$ cat src/rtl/reset_req_gen.sv
// Turns a bouncy active-low pushbutton (long-press) or a one-cycle software request
// into a fixed-width active-low reset request pulse for reset_gen.
module reset_req_gen #(
  parameter int SyncStages     = 2,
  parameter int DebounceCycles = 16,
  parameter int HoldCycles     = 64,
  parameter int PulseCycles    = 4
) (
  input  logic       clk,
  input  logic       rst_n,
  input  logic       btn_n,
  input  logic       sw_req,
  output logic       req_rst_n,
  output logic       busy,
  output logic [7:0] req_count
);

  localparam int DbW    = (DebounceCycles > 1) ? $clog2(DebounceCycles) : 1;
  localparam int HoldW  = (HoldCycles > 1)     ? $clog2(HoldCycles)     : 1;
  localparam int PulseW = (PulseCycles > 1)    ? $clog2(PulseCycles)    : 1;

  localparam logic [DbW-1:0]    DbMax    = DbW'(DebounceCycles - 1);
  localparam logic [HoldW-1:0]  HoldMax  = HoldW'(HoldCycles - 1);
  localparam logic [PulseW-1:0] PulseMax = PulseW'(PulseCycles - 1);

  typedef enum logic [1:0] {
    IDLE         = 2'd0,
    HOLD         = 2'd1,
    PULSE        = 2'd2,
    WAIT_RELEASE = 2'd3
  } state_e;

  logic [SyncStages-1:0] sync_q;
  logic                  btn_s;
  logic                  btn_db_q, btn_db_d;
  logic [DbW-1:0]        db_cnt_q, db_cnt_d;
  state_e                state_q, state_d;
  logic [HoldW-1:0]      hold_cnt_q, hold_cnt_d;
  logic [PulseW-1:0]     pulse_cnt_q, pulse_cnt_d;
  logic                  req_rst_n_q, busy_q;
  logic [7:0]            req_count_q;

  assign btn_s = sync_q[SyncStages-1];

  // Synchroniser resets to "released" so a reset never looks like a press.
  always_ff @(posedge clk or negedge rst_n) begin
    // NOTE: non-blocking assignments make every flop sample pre-edge values, so order of statements never matters.
    if (!rst_n) sync_q <= '1;
    else        sync_q <= {sync_q[SyncStages-2:0], btn_n};
  end

  always_comb begin
    // NOTE: every combinational output gets a default first, so no path can infer a latch.
    btn_db_d = btn_db_q;
    db_cnt_d = '0;
    if (btn_s != btn_db_q) begin
      if (db_cnt_q == DbMax) btn_db_d = btn_s;
      else                   db_cnt_d = db_cnt_q + 1'b1;
    end
  end

  always_comb begin
    state_d     = state_q;
    hold_cnt_d  = hold_cnt_q;
    pulse_cnt_d = pulse_cnt_q;
    unique case (state_q)
      IDLE: begin
        if (sw_req) begin
          state_d     = PULSE;
          pulse_cnt_d = '0;
        end else if (!btn_db_q) begin
          state_d    = HOLD;
          hold_cnt_d = '0;
        end
      end
      HOLD: begin
        if (sw_req || (!btn_db_q && hold_cnt_q == HoldMax)) begin
          state_d     = PULSE;
          pulse_cnt_d = '0;
        end else if (btn_db_q) begin
          state_d = IDLE;
        end else begin
          hold_cnt_d = hold_cnt_q + 1'b1;
        end
      end
      PULSE: begin
        // Software requests are deliberately ignored until the pulse completes.
        if (pulse_cnt_q == PulseMax) state_d = btn_db_q ? IDLE : WAIT_RELEASE;
        else                         pulse_cnt_d = pulse_cnt_q + 1'b1;
      end
      WAIT_RELEASE: begin
        if (sw_req) begin
          state_d     = PULSE;
          pulse_cnt_d = '0;
        end else if (btn_db_q) begin
          state_d = IDLE;
        end
      end
      default: state_d = IDLE;
    endcase
  end

  always_ff @(posedge clk or negedge rst_n) begin
    if (!rst_n) begin
      btn_db_q    <= 1'b1;
      db_cnt_q    <= '0;
      state_q     <= IDLE;
      hold_cnt_q  <= '0;
      pulse_cnt_q <= '0;
      req_rst_n_q <= 1'b1;
      busy_q      <= 1'b0;
      req_count_q <= '0;
    end else begin
      btn_db_q    <= btn_db_d;
      db_cnt_q    <= db_cnt_d;
      state_q     <= state_d;
      hold_cnt_q  <= hold_cnt_d;
      pulse_cnt_q <= pulse_cnt_d;
      // Outputs are registered from the next state so they line up with state_q.
      req_rst_n_q <= (state_d != PULSE);
      busy_q      <= (state_d != IDLE);
      if (state_d == PULSE && state_q != PULSE && req_count_q != 8'hFF)
        req_count_q <= req_count_q + 8'd1;
    end
  end

  assign req_rst_n = req_rst_n_q;
  assign busy      = busy_q;
  assign req_count = req_count_q;

endmodule
$ cat config.mk
export PLATFORM = sky130hd
export DESIGN_NAME = reset_req_gen
export DESIGN_NICKNAME = d
export VERILOG_FILES = /design/src/rtl/reset_req_gen.sv
export SDC_FILE = /design/constraint.sdc
export NUM_CORES = 1
export LEC_CHECK = 0
export CAP_MARGIN = 20
export CORE_MARGIN = 10
export CORE_UTILIZATION = 38
export DETAILED_ROUTE_END_ITERATION = 12
export MAX_ROUTING_LAYER = met4
export PLACE_DENSITY = 0.64
export RECOVER_POWER = 50
export SLEW_MARGIN = 5
export SYNTH_ARGS = -nofsm -noshare
export SYNTH_HDL_FRONTEND = slang
export SYNTH_SLANG_ARGS = --single-unit
$ cat constraint.sdc
create_clock -name clk -period 5.3 [get_ports clk]
set_input_delay 1.59 -clock clk [delete_from_list [all_inputs] [get_ports clk]]
set_output_delay 1.59 -clock clk [all_outputs]
set_load 0.02 [all_outputs]
==> run summary <==
Routability Congestion: 0.918
Num CTS Buffers: 3
Worst hold margin: 0.356 ns
Vias in the first global route: 1086
Clk buf depth: 2
Post-Syn Nets: 152
WL per Instance: 13.8 um
Number of synthesized register bits: 27
Crit Path Class: primary input to flop
Number of port buffers: 13
Setup TNS: 0 ns
Maximum VDD drop: 0.000271 V
Cell accounting for the most synthesized area: dfrtp_1
CP Max Fanout: 7
Largest net degree at the start of global routing: 20
Post_cts resized: 0
Area of the core: 3690 um^2
Synth top cells by count: dfrtp_1 (23), nand2_1 (14), nor2_1 (13)
CP Data Required Time: 5.46 ns
Number of antenna cells inserted: 0
First-pass GRT wire length: 5030 um
Fillcell total: 364
Synth-to-layout area growth: 16.3%
DRT Wirelength: 2820 um
Dpl hpwl: 2150 um
Yosys cell types: 36
Worst Path Buf+Inv: 1
Startpoint types: primary input
Worst Hold Class: flop to flop
Status: finished clean
Cells along the critical path: dlygate4sd3_1, nor2_1, o211ai_2, a2bb2oi_2, o211ai_4, nor3_2, mux2_1
Die area: 6710 um^2
Initial antenna violation count: 0
GRT Total Usage: 0.0949
Vias per Instance: 5.20
Mapped Cells: 140
Arr. time, crit path: 3.37 ns
Worst Setup SP: sw_req
Most area-consuming cells after synthesis: dfrtp_1 (39%), dfstp_2 (7.2%), ha_1 (6.9%)
CTS tree: yes
Setup bufs post-CTS: 0
Gr ovfl total: 0
Post-layout util: 0.460
# clock sinks: 27
Clock Latency Late Sink: 0.27 ns
Die X: 81.9 um
Slew margin rel.: 0.421
Share of cells above drive strength 1: 0.115
RSZ-0062 raised after global routing: no
Clk pin slew, worst setup/hold paths: 0.10 ns
Yosys top cell area share: 0.395
Clock root cell: clkbuf_8
Hold-fix buffers, CTS: 0
Post-synth design cell area: 1460 um^2
Max Freq: 312 MHz
Initial DRC count: 38
Ports: 14
Post-synth EDFFs: 0
Max_cap viols: 0
Final net count: 170
Final setup vio count: 0
Hold path start: sync_q[0]
Routed vias: 1066
Antenna violation net count after detailed routing: 0
Starting Density: 0.395
Final Hold Vio Count: 0
Top delay family on crit path: buffers and inverters
Total power divided by cell area: 492 nW/um^2
FF-to-FF Start: state_q[0]
H-tree levels: 1
Slowest stage cell, crit path: dlygate4sd3_1
Synth Area per Inst: 10.4 um^2
Cell Rows: 22
Async SR Flop Fraction: 1.00
Slew Limit Fails: 0
Leak: 0.733 nW
Yosys warning count: 0
DRT Pass-1 Iters: 7
Main synth FF type: dfrtp_1
Worst path max stage delay: 0.64 ns
Count leader, synth: dfrtp_1
Clk_skew: 0.00453 ns
Die height: 81.9 um
Slew @ Worst Pin: 0.866 ns
Final Critical Period: 3.21 ns
Setup crit end kind: flop
# DRC: 0
Sequential area share after synthesis: 0.467
Final period util: 0.605
-- layer usage --
metal / share of wire / up-vias / track usage
met5: 0 / - / -
met4: 0 / 0 / 0.0136
met3: 0.058 / 0 / 0.0349
met2: 0.46 / 33 / 0.143
met1: 0.48 / 522 / 0.121
li1: - / 511 / -
-- power by group --
group | internal [W] | switching [W] | leakage, nW | total, W
Sequential | 0.000266 | 0.0000658 | 0.341 | 0.000332
Clock | 0.0000533 | 0.0000648 | 0.0217 | 0.000118
Combinational | 0.000179 | 0.000206 | 0.371 | 0.000385
Total | 0.000498 | 0.000337 | 0.733 | 0.000835
-- stage by stage --
step	std cells	instance area [um^2]	setup WS (ns)	total power, W
after floorplan	140	1460	2.62	0.000592
after global placement	201	1650	1.97	0.000706
after detailed placement	201	1650	1.92	0.000723
after CTS	205	1700	2.18	0.000847
after global routing	205	1700	1.96	0.000905
final	205	1700	2.09	0.000835
-- state kept, by name, indices dropped and copies added (netlist names) --
register,count
pulse_cnt_q,2
req_rst_n,1
db_cnt_q,4
btn_db_q,1
sync_q,2
req_count,8
hold_cnt_q,6
busy,1
state_q,2
-- area by class of cell --
class | instances | area (um^2) | area share
repair buffers | 14 | 134 | 0.0790
inverters | 10 | 37.5 | 0.0221
clock buffers | 3 | 41.3 | 0.0244
well taps | 48 | 60.1 | 0.0354
clock inverters | 1 | 7.51 | 0.00443
flip-flops and latches | 27 | 681 | 0.401
multi-input cells | 102 | 734 | 0.433
-- cells by family (layout without fill, tap and decap cells) --
family	after synthesis	in the layout	synth area share
muxes	8	8	0.0592
xor gates and xnor gates	11	11	0.0661
adders and majority gates	8	8	0.0687
AOI/OAI and AO/OA	22	22	0.114
DFF	27	27	0.467
and+or+nand+nor	53	53	0.196
buffers and inverters	11	28	0.0292
-- final timing paths --
check / slack (ns) / cells past startpoint / end
worst max-delay path: 2.09 / 7 / req_count[6]
worst min-delay path: 0.36 / 0 / sync_q[1]
worst max register to register: 3.14 / 7 / req_count[6]
worst min register to register: 0.36 / 0 / sync_q[1]
max in group asynchronous: 2.52 / 2 / sync_q[0]
min in group asynchronous: 1.87 / 1 / hold_cnt_q[2]
-- placed cells by master (no fill, tap or decap), types with 4 or more instances in the layout --
master	instances
nand3_1	5
inv_1	10
xor2_1	8
nor2_1	13
o21ai_0	7
ha_1	8
dfrtp_1	23
nor2b_1	4
clkdlybuf4s50_1	10
a21oi_1	6
nand2_1	14
(Power assumes the default switching activity.)
